===== config.mk =====
export PLATFORM = sky130hd
export DESIGN_NAME = gray_hfilter_stream
export DESIGN_NICKNAME = d
export VERILOG_FILES = /design/src/rtl/gray_pkg.sv /design/src/rtl/rgb2gray.sv /design/src/rtl/gray_hfilter_stream.sv
export SDC_FILE = /design/constraint.sdc
export NUM_CORES = 1
export LEC_CHECK = 0
export BUFFER_PORTS_ARGS = -buffer_cell sky130_fd_sc_hd__buf_2
export CORE_AREA = 3 3 130 132
export DETAILED_ROUTE_END_ITERATION = 6
export DIE_AREA = 0 0 133 135
export HOLD_SLACK_MARGIN = 0.06
export PLACE_DENSITY = 0.64
export SKIP_LAST_GASP = 1
export SYNTH_ARGS = -nofsm -noshare
export SYNTH_HDL_FRONTEND = slang
export SYNTH_HIERARCHICAL = 1
export SYNTH_SLANG_ARGS = --single-unit
export TNS_END_PERCENT = 10

===== constraint.sdc =====
create_clock -name HCLK -period 3.4 [get_ports HCLK]
set_input_delay 0.17 -clock HCLK [delete_from_list [all_inputs] [get_ports HCLK]]
set_output_delay 0.17 -clock HCLK [all_outputs]
set_load 0.005 [all_outputs]

===== src/rtl/gray_pkg.sv =====
// Shared constants, types and luma helper for the grey/horizontal-filter pixel stage.
package gray_pkg;

  localparam int unsigned PIX_W      = 8;
  localparam int unsigned COEF_R     = 77;
  localparam int unsigned COEF_G     = 150;
  localparam int unsigned COEF_B     = 29;
  localparam int unsigned LUMA_SHIFT = 8;
  localparam int unsigned LUMA_SUM_W = 16;
  localparam int unsigned FILT_SUM_W = 10;
  localparam int unsigned FILT_SHIFT = 2;

  typedef enum logic [1:0] {IDLE, RUN, FLUSH, DRAIN} state_t;

  typedef struct packed {
    logic [PIX_W-1:0] r;
    logic [PIX_W-1:0] g;
    logic [PIX_W-1:0] b;
  } rgb_t;

  // Weighted sum fits 16 bits exactly (coefficients add up to 256).
  function automatic logic [PIX_W-1:0] luma(input rgb_t p);
    logic [LUMA_SUM_W-1:0] s;
    s = LUMA_SUM_W'(COEF_R) * LUMA_SUM_W'(p.r)
      + LUMA_SUM_W'(COEF_G) * LUMA_SUM_W'(p.g)
      + LUMA_SUM_W'(COEF_B) * LUMA_SUM_W'(p.b);
    return PIX_W'(s >> LUMA_SHIFT);
  endfunction

endpackage


===== src/rtl/rgb2gray.sv =====
// One-stage registered RGB-to-luma converter with a pass-along valid.
module rgb2gray
  import gray_pkg::*;
(
  input  logic             HCLK,
  input  logic             HRESETn,
  input  logic             in_valid,
  input  rgb_t             pix,
  output logic             y_valid,
  output logic [PIX_W-1:0] y
);

  logic             y_valid_q, y_valid_d;
  logic [PIX_W-1:0] y_q, y_d;

  always_comb begin
    y_valid_d = in_valid;
    y_d       = y_q;
    if (in_valid) y_d = luma(pix);
  end

  always_ff @(posedge HCLK or negedge HRESETn) begin
    if (!HRESETn) begin
      y_valid_q <= 1'b0;
      y_q       <= '0;
    end else begin
      y_valid_q <= y_valid_d;
      y_q       <= y_d;
    end
  end

  assign y_valid = y_valid_q;
  assign y       = y_q;

endmodule


===== src/rtl/gray_hfilter_stream.sv =====
// Raster RGB -> luma -> [1 2 1]/4 horizontal smoothing stage driving the BMP writer.
// Optional binarisation of the filtered value is enabled with `GRAY_THRESH_EN.
module gray_hfilter_stream
  import gray_pkg::*;
#(
  parameter int unsigned WIDTH  = 768,
  parameter int unsigned HEIGHT = 512
) (
  input  logic             HCLK,
  input  logic             HRESETn,
  input  logic             in_valid,
  output logic             in_ready,
  input  logic [PIX_W-1:0] in_R,
  input  logic [PIX_W-1:0] in_G,
  input  logic [PIX_W-1:0] in_B,
  input  logic [PIX_W-1:0] thresh,
  output logic             hsync,
  output logic [PIX_W-1:0] DATA_WRITE_R,
  output logic [PIX_W-1:0] DATA_WRITE_G,
  output logic [PIX_W-1:0] DATA_WRITE_B,
  output logic             frame_done,
  output logic             busy
);

  localparam int unsigned COL_W = (WIDTH  > 1) ? $clog2(WIDTH)  : 1;
  localparam int unsigned ROW_W = (HEIGHT > 1) ? $clog2(HEIGHT) : 1;

  state_t             state_q, state_d;
  logic [COL_W-1:0]   col_q, col_d;
  logic [ROW_W-1:0]   row_q, row_d;
  logic               in_ready_q, in_ready_d;
  logic               busy_q, busy_d;
  logic               flush_q, flush_d;
  logic               flush_last_q, flush_last_d;
  logic [PIX_W-1:0]   w0_q, w0_d;
  logic [PIX_W-1:0]   w1_q, w1_d;
  logic               have_q, have_d;
  logic               hsync_q, hsync_d;
  logic [PIX_W-1:0]   data_q, data_d;
  logic               frame_done_q, frame_done_d;

  logic               hs_c;
  rgb_t               pix_c;
  logic               y_valid;
  logic [PIX_W-1:0]   y;
  logic [PIX_W-1:0]   tap_c;
  logic [FILT_SUM_W-1:0] fsum_c;
  logic [PIX_W-1:0]   filt_c;
  logic [PIX_W-1:0]   res_c;

`ifdef GRAY_THRESH_EN
  logic [PIX_W-1:0]   thresh_q, thresh_d;
`else
  logic               unused_thresh;
  assign unused_thresh = ^thresh;
`endif

  assign hs_c  = in_valid & in_ready_q;
  assign pix_c = '{r: in_R, g: in_G, b: in_B};

  rgb2gray u_rgb2gray (
    .HCLK     (HCLK),
    .HRESETn  (HRESETn),
    .in_valid (hs_c),
    .pix      (pix_c),
    .y_valid  (y_valid),
    .y        (y)
  );

  // Frame sequencing: column/row tracking, flush injection, drain to frame_done.
  always_comb begin
    state_d      = state_q;
    col_d        = col_q;
    row_d        = row_q;
    flush_d      = 1'b0;
    flush_last_d = 1'b0;
`ifdef GRAY_THRESH_EN
    thresh_d     = thresh_q;
`endif
    case (state_q)
      IDLE: begin
        if (hs_c) begin
          state_d = RUN;
          col_d   = COL_W'(1);
`ifdef GRAY_THRESH_EN
          thresh_d = thresh;
`endif
        end
      end
      RUN: begin
        if (hs_c) begin
          if (col_q == COL_W'(WIDTH - 1)) begin
            col_d   = '0;
            state_d = FLUSH;
          end else begin
            col_d = col_q + COL_W'(1);
          end
        end
      end
      FLUSH: begin
        flush_d = 1'b1;
        if (row_q == ROW_W'(HEIGHT - 1)) begin
          flush_last_d = 1'b1;
          row_d        = '0;
          state_d      = DRAIN;
        end else begin
          row_d   = row_q + ROW_W'(1);
          state_d = RUN;
        end
      end
      DRAIN: begin
        if (frame_done_q) state_d = IDLE;
      end
      default: state_d = IDLE;
    endcase
    in_ready_d = (state_d == IDLE) || (state_d == RUN);
    busy_d     = (state_d != IDLE);
  end

  // Right-edge flush replicates the newest tap; otherwise the incoming luma is the right tap.
  assign tap_c  = y_valid ? y : w1_q;
  assign fsum_c = FILT_SUM_W'(w0_q) + FILT_SUM_W'({w1_q, 1'b0}) + FILT_SUM_W'(tap_c);
  assign filt_c = PIX_W'(fsum_c >> FILT_SHIFT);

`ifdef GRAY_THRESH_EN
  assign res_c = (filt_c >= thresh_q) ? 8'hFF : 8'h00;
`else
  assign res_c = filt_c;
`endif

  // 3-tap window: first pixel of a line seeds both taps (left-edge replicate).
  always_comb begin
    w0_d         = w0_q;
    w1_d         = w1_q;
    have_d       = have_q;
    hsync_d      = 1'b0;
    data_d       = data_q;
    frame_done_d = 1'b0;
    if (y_valid) begin
      if (!have_q) begin
        w0_d   = y;
        w1_d   = y;
        have_d = 1'b1;
      end else begin
        hsync_d = 1'b1;
        data_d  = res_c;
        w0_d    = w1_q;
        w1_d    = y;
      end
    end else if (flush_q) begin
      hsync_d      = 1'b1;
      data_d       = res_c;
      have_d       = 1'b0;
      frame_done_d = flush_last_q;
    end
  end

  always_ff @(posedge HCLK or negedge HRESETn) begin
    if (!HRESETn) begin
      state_q      <= IDLE;
      col_q        <= '0;
      row_q        <= '0;
      in_ready_q   <= 1'b0;
      busy_q       <= 1'b0;
      flush_q      <= 1'b0;
      flush_last_q <= 1'b0;
      w0_q         <= '0;
      w1_q         <= '0;
      have_q       <= 1'b0;
      hsync_q      <= 1'b0;
      data_q       <= '0;
      frame_done_q <= 1'b0;
`ifdef GRAY_THRESH_EN
      thresh_q     <= '0;
`endif
    end else begin
      state_q      <= state_d;
      col_q        <= col_d;
      row_q        <= row_d;
      in_ready_q   <= in_ready_d;
      busy_q       <= busy_d;
      flush_q      <= flush_d;
      flush_last_q <= flush_last_d;
      w0_q         <= w0_d;
      w1_q         <= w1_d;
      have_q       <= have_d;
      hsync_q      <= hsync_d;
      data_q       <= data_d;
      frame_done_q <= frame_done_d;
`ifdef GRAY_THRESH_EN
      thresh_q     <= thresh_d;
`endif
    end
  end

  assign in_ready     = in_ready_q;
  assign busy         = busy_q;
  assign hsync        = hsync_q;
  assign DATA_WRITE_R = data_q;
  assign DATA_WRITE_G = data_q;
  assign DATA_WRITE_B = data_q;
  assign frame_done   = frame_done_q;

endmodule

---- Word-level counts from Yosys, hierarchy flattened ----
Index checks and enable logic that the tools add are counted.
word-level totals
  flip-flop bits (word level) ............. 61
  input bits .............................. 35
  output and inout port bits .............. 28
  logic and storage cells ................. 68
cells by class
  add/sub/neg operators ................... 6
  multiply operators ...................... 3
  eq/ne operators ......................... 9
  mux-type cells .......................... 26
  bitwise gates (word level) .............. 1
  reduce and logical (&&, ||, !) cells .... 8
operator list
  operator                 number
  $mux W8                  5
  $mul A7 B8 Y15 const A   2
  $mux W10                 3
  $pmux W10 S2             1
  $add A15 B16 Y16         1
  $add A16 B13 Y16         1
  $mul A5 B8 Y13 const A   1
  $add A10 B1 Y10 const B  1
  $add A10 B8 Y10          1
  $add A8 B9 Y10           1
  $eq A10 B10 Y1 const B   1
  $mux W1                  10
  $mux W2                  5
  $add A9 B1 Y9 const B    1
  $eq A9 B9 Y1 const B     1
  $mux W9                  1
  $pmux W2 S4              1
  $reduce_bool A2 Y1       3
  $eq A2 B1 Y1 const B     2
  $eq A2 B2 Y1 const B     2
  $logic_not A2 Y1         2
  $ne A2 B1 Y1 const B     2
  $reduce_and A3 Y1        1
  $ne A2 B2 Y1 const B     1
  3 further kinds          3

---- Longest topological paths before layout ----
  word-level depth ........................ 6
  gate-level depth with buffers ........... 23
  depth with buffers taken out ............ 23

---- Modules after synthesis ----
Netlist, hierarchy kept.
modules (own cells, without submodules)
  module               times used  cells an instance  area an instance (sq um)
  rgb2gray             1           338                3,430.8
  gray_hfilter_stream  1           277                2,896.5

---- Worst setup path before layout ----
OpenSTA, ideal clock, no wires.
  kind .................................... input to register
  start ................................... input in_G[4]
  end ..................................... register u_rgb2gray.y_q[6], in the netlist u_rgb2gray/y[6]
  library setup time ...................... 0.125 ns
  data arrival time ....................... 5.568 ns
  path slack .............................. -2.293 ns
  stages on the path ...................... 21
  buffers on the path ..................... 0
  cell sequence ........................... ha_1 -> ha_1 -> inv_1 -> fa_1 -> inv_1 -> fa_1 -> ha_1 -> a21oi_1 -> xnor2_1 -> ha_1 -> fa_1 -> inv_1 -> fa_1 -> fa_1 -> inv_1 -> ha_1 -> o21ai_0 -> a31oi_4 -> a221oi_4 -> xnor2_1 -> mux2_4
on the way
  longest elaborated chain between the ends .. 3
RTL lines
  what                  RTL line                   text
  from (decl)           gray_hfilter_stream.sv:14  input logic [PIX_W-1:0] in_G,
  $mul A7 B8 Y15        gray_pkg.sv:25             + LUMA_SUM_W'(COEF_G) * LUMA_SUM_W'(p.g)
  $add A15 B16 Y16      gray_pkg.sv:25
  $add A16 B13 Y16      gray_pkg.sv:26             + LUMA_SUM_W'(COEF_B) * LUMA_SUM_W'(p.b);
  to (signal assigned)  rgb2gray.sv:28             y_q <= y_d;
  to (decl)             rgb2gray.sv:14             logic [PIX_W-1:0] y_q, y_d;
Every way passes these cells.
A chain may end at the register's enable or synchronous reset.

---- Worst setup path in the final report ----
  start ................................... input in_G[3]
  end ..................................... register u_rgb2gray.y_q[5], in the netlist u_rgb2gray/y[5]
Same word-level chain as after synthesis.

==> summary.txt <==
Critical path
  – CP Buf/Inv Count: 5
  – Cell class contributing the biggest share of worst-path delay: adder cells
  – Crit path max-delay cell type: fa_1
  – Setup crit start kind: input port
  – Crit-path max cell delay: around 0.5 ns
  – Critical path capture point type: flop
  – CP Class: input port to flop
  – CP arrival: 5.48 ns
  – Most frequent CP cell: fa_1
  – Reg2Reg Launch Point: u_rgb2gray/y_valid
  – Worst path required time: about 3.6 ns
  – Crit-path max FO: 4
  – CP startpoint: in_G[3]
  – Critical-path cell list: buf_2 -> ha_1 -> ha_1 -> ha_1 -> inv_1 -> fa_1 -> inv_2 -> ha_4 -> o21a_1 -> nor2_2 -> xnor2_2 -> fa_1 -> fa_1 -> inv_1 -> fa_1 -> fa_1 -> inv_2 -> ha_4 -> o2111ai_4 -> a31oi_4 -> a31oi_2 -> xnor2_1 -> mux2_2

Drt
  – Routed WL: 12100 um
  – DR DRC count: 0
  – Vias: 4493
  – Avg Vias per Cell: about 4.8
  – Detailed router's first-iteration violation count: 185
  – Post-route ant nets: 0
  – Per-cell routed wire length: 12.9 um
  – First-pass iteration count of the detailed router: 4

Logic synthesis
  – Mux cell area share after synthesis: 0.0415
  – Syn Inst Count: between 600 and 700
  – Top cell type's share of synthesized area: 0.241
  – Synth Area in Simple Gates: 0.0933
  – Mapped Area: ~6300 um2
  – Yosys reg bits: 61
  – Avg Synthesized Cell Area: slightly above 10 um2
  – Netlist cell types: 58
  – Compound-Gate Fraction of Synth Area: 0.119
  – Ys Warns: 6
  – Mapped Nets: ~800
  – Post-Synth XOR/XNOR Area: 0.0305
  – Yosys top cell by area: dfrtp_1
  – Seq/Total Area, Yosys: 0.241
  – Primary FF master, synth: dfrtp_1
  – Synth Area in Adders: 0.385
  – Most instantiated cells after synthesis: 102 x inv_1, 94 x ha_1, 63 x fa_1
  – Combinational family with the most area after synthesis: adder cells
  – Post-synth EDFFs: 0
  – Area contributors post-synth: dfrtp_1 24%, fa_1 20%, ha_1 19%, inv_1 6.1%, buf_4 2.0%
  – Most instantiated library cell after synthesis: inv_1
  – Post-synth ARST share: 1.00

Placement
  – Post-DP HPWL: slightly above 10000 um
  – Global placer's final weighted congestion: about 0.83
  – Place WS: -2.27 ns
  – I/O Buffers: between 50 and 60

Timing
  – Slew HR: 0.253
  – Hold Vio Cnt, Final: 0
  – Post-route setup slack: -1.88 ns
  – Clock Skew: between 0.004 and 0.005 ns
  – Achievable Freq: between 150 and 200 MHz
  – Final setup fails: 8
  – Worst-Margin Slew: around 1.1 ns
  – RSZ-0062 raised after global routing: yes
  – Post-layout min period: approximately 5.3 ns
  – Final hold slack: 0.320 ns
  – Max-slew violation count: 0
  – Period Utilization, post-route: 1.55
  – Setup Total Neg Slack: -13.81 ns

Outcome
  – Status: complete, but fails checks
  – Failing checks: negative setup slack

Hold path
  – Hold WC Path Type: input port to flop
  – Hold path start: in_valid

Clock tree
  – Setup bufs post-CTS: 0
  – CTS Buffer Depth: 2
  – Clk slew on worst S/H paths: approximately 0.05 ns
  – TritonCTS Buffers: 9
  – Clk_lat worst skew: between 0.3 and 0.4 ns
  – CTS tree: built
  – CTS sink cnt: ~60
  – H-tree levels: 3
  – Root buf cell: clkbuf_16

Final layout
  – Final nets: ~910
  – Sequential cell area: ~1500 um2
  – Multi-input logic area: 4370 um2
  – Area growth syn-to-layout: 20.2%
  – Filler cells: ~1.5k
  – Share of cells above drive strength 1: 0.247
  – Ant diodes: 0

GRT
  – Largest net degree at the start of global routing: 43
  – First-pass GRT wire length: approximately 21000 um
  – Remaining global-route overflow: 0
  – Number of global-route vias before repair: roughly 4.8k
  – Initial antenna violation count: 0
  – Total GRT Usage: 0.142

Floorplanning
  – Die height: 135 um
  – I/O pin count: between 60 and 70
  – Initial Util: 0.400
  – Cell Rows: 46
  – Die area: 18000 um2
  – Core area: between 15000 and 20000 um2
  – Width of the chip: 133 um

Flow run
  – Max Cap Viol: 0
-- final timing paths --
path / endpoint / slack [ns] / depth (start not counted)
worst max register to register: DATA_WRITE_B[5] / 0.44 / 8
worst min register to register: row_q[8] / 0.50 / 2
worst max-delay path: u_rgb2gray/y[5] / -1.88 / 23
max in group asynchronous: col_q[3] / 1.97 / 4
worst min-delay path: col_q[0] / 0.32 / 3
min in group asynchronous: DATA_WRITE_B[0] / 0.52 / 2
-- logic make-up (layout without fill, tap and decap cells) --
kind of cell	after synthesis	after routing
simple gates	119	119
xor+xnor	22	22
buf+inv	129	238
mux	24	24
fa+ha+maj	157	157
flops	61	61
compound gates	103	103
-- timing repair --
| action | in CTS | in global routing |
|---|---|---|
| hold endpoints to repair | 41 | 0 |
| pin swaps | 6 | 8 |
| hold buffers | 1 | 0 |
| resized for setup | 1 | 4 |
| setup endpoints to repair | 8 | 8 |
-- registers in the layout, indices dropped and copies added, names as in the netlist --
| signal | cells |
|---|---|
| col_q | 10 |
| row_q | 9 |
| DATA_WRITE_B | 8 |
| u_rgb2gray/y | 8 |
| w0_q | 8 |
| w1_q | 8 |
| state_q | 2 |
| busy | 1 |
| flush_last_q | 1 |
| flush_q | 1 |
| frame_done | 1 |
| have_q | 1 |
| hsync | 1 |
| in_ready | 1 |
| u_rgb2gray/y_valid | 1 |
-- metrics by stage --
| stage | util | cells | area (um2) |
|---|---|---|---|
| final | 0.480 | 940 | 7600 |
| after global routing | 0.480 | 940 | 7600 |
| after CTS | 0.479 | 940 | 7580 |
| after detailed placement | 0.460 | 923 | 7280 |
| after global placement | 0.460 | 923 | 7280 |
| after floorplan | - | 615 | 6440 |
-- per-layer routing --
layer	vias up	track usage	routed length (um)
met5	-	0	0
met4	0	0.0283	125
met3	10	0.0216	357
met2	74	0.257	6030
met1	2157	0.181	5590
li1	2252	-	-
-- layout by cell type, fill, tap and decap left out, types with 12 or more instances in the layout --
cell type and instances:
ha_1 88, mux2i_1 12, buf_2 54, a21oi_1 18, fa_1 63, nand2_1 31
nor3_1 15, o21ai_0 21, dfrtp_1 61, a21o_1 12, nor2_1 28, inv_1 99
buf_4 64
-- layout make-up --
class / count / area share
Inverter: 103 / 0.0508
Timing Repair Buffer: 119 / 0.100
Multi-Input combinational cell: 425 / 0.574
Clock buffer: 16 / 0.0383
Sequential cell: 61 / 0.201
Tap cell: 216 / 0.0355
-- worst min-delay path: stages --
cell and delay, ns:
buf_2 0.09, and3b_1 0.21, o22a_1 0.13
Power is not shown: default switching activity piles up to over one toggle a cycle in this logic, so the estimate is an artifact.
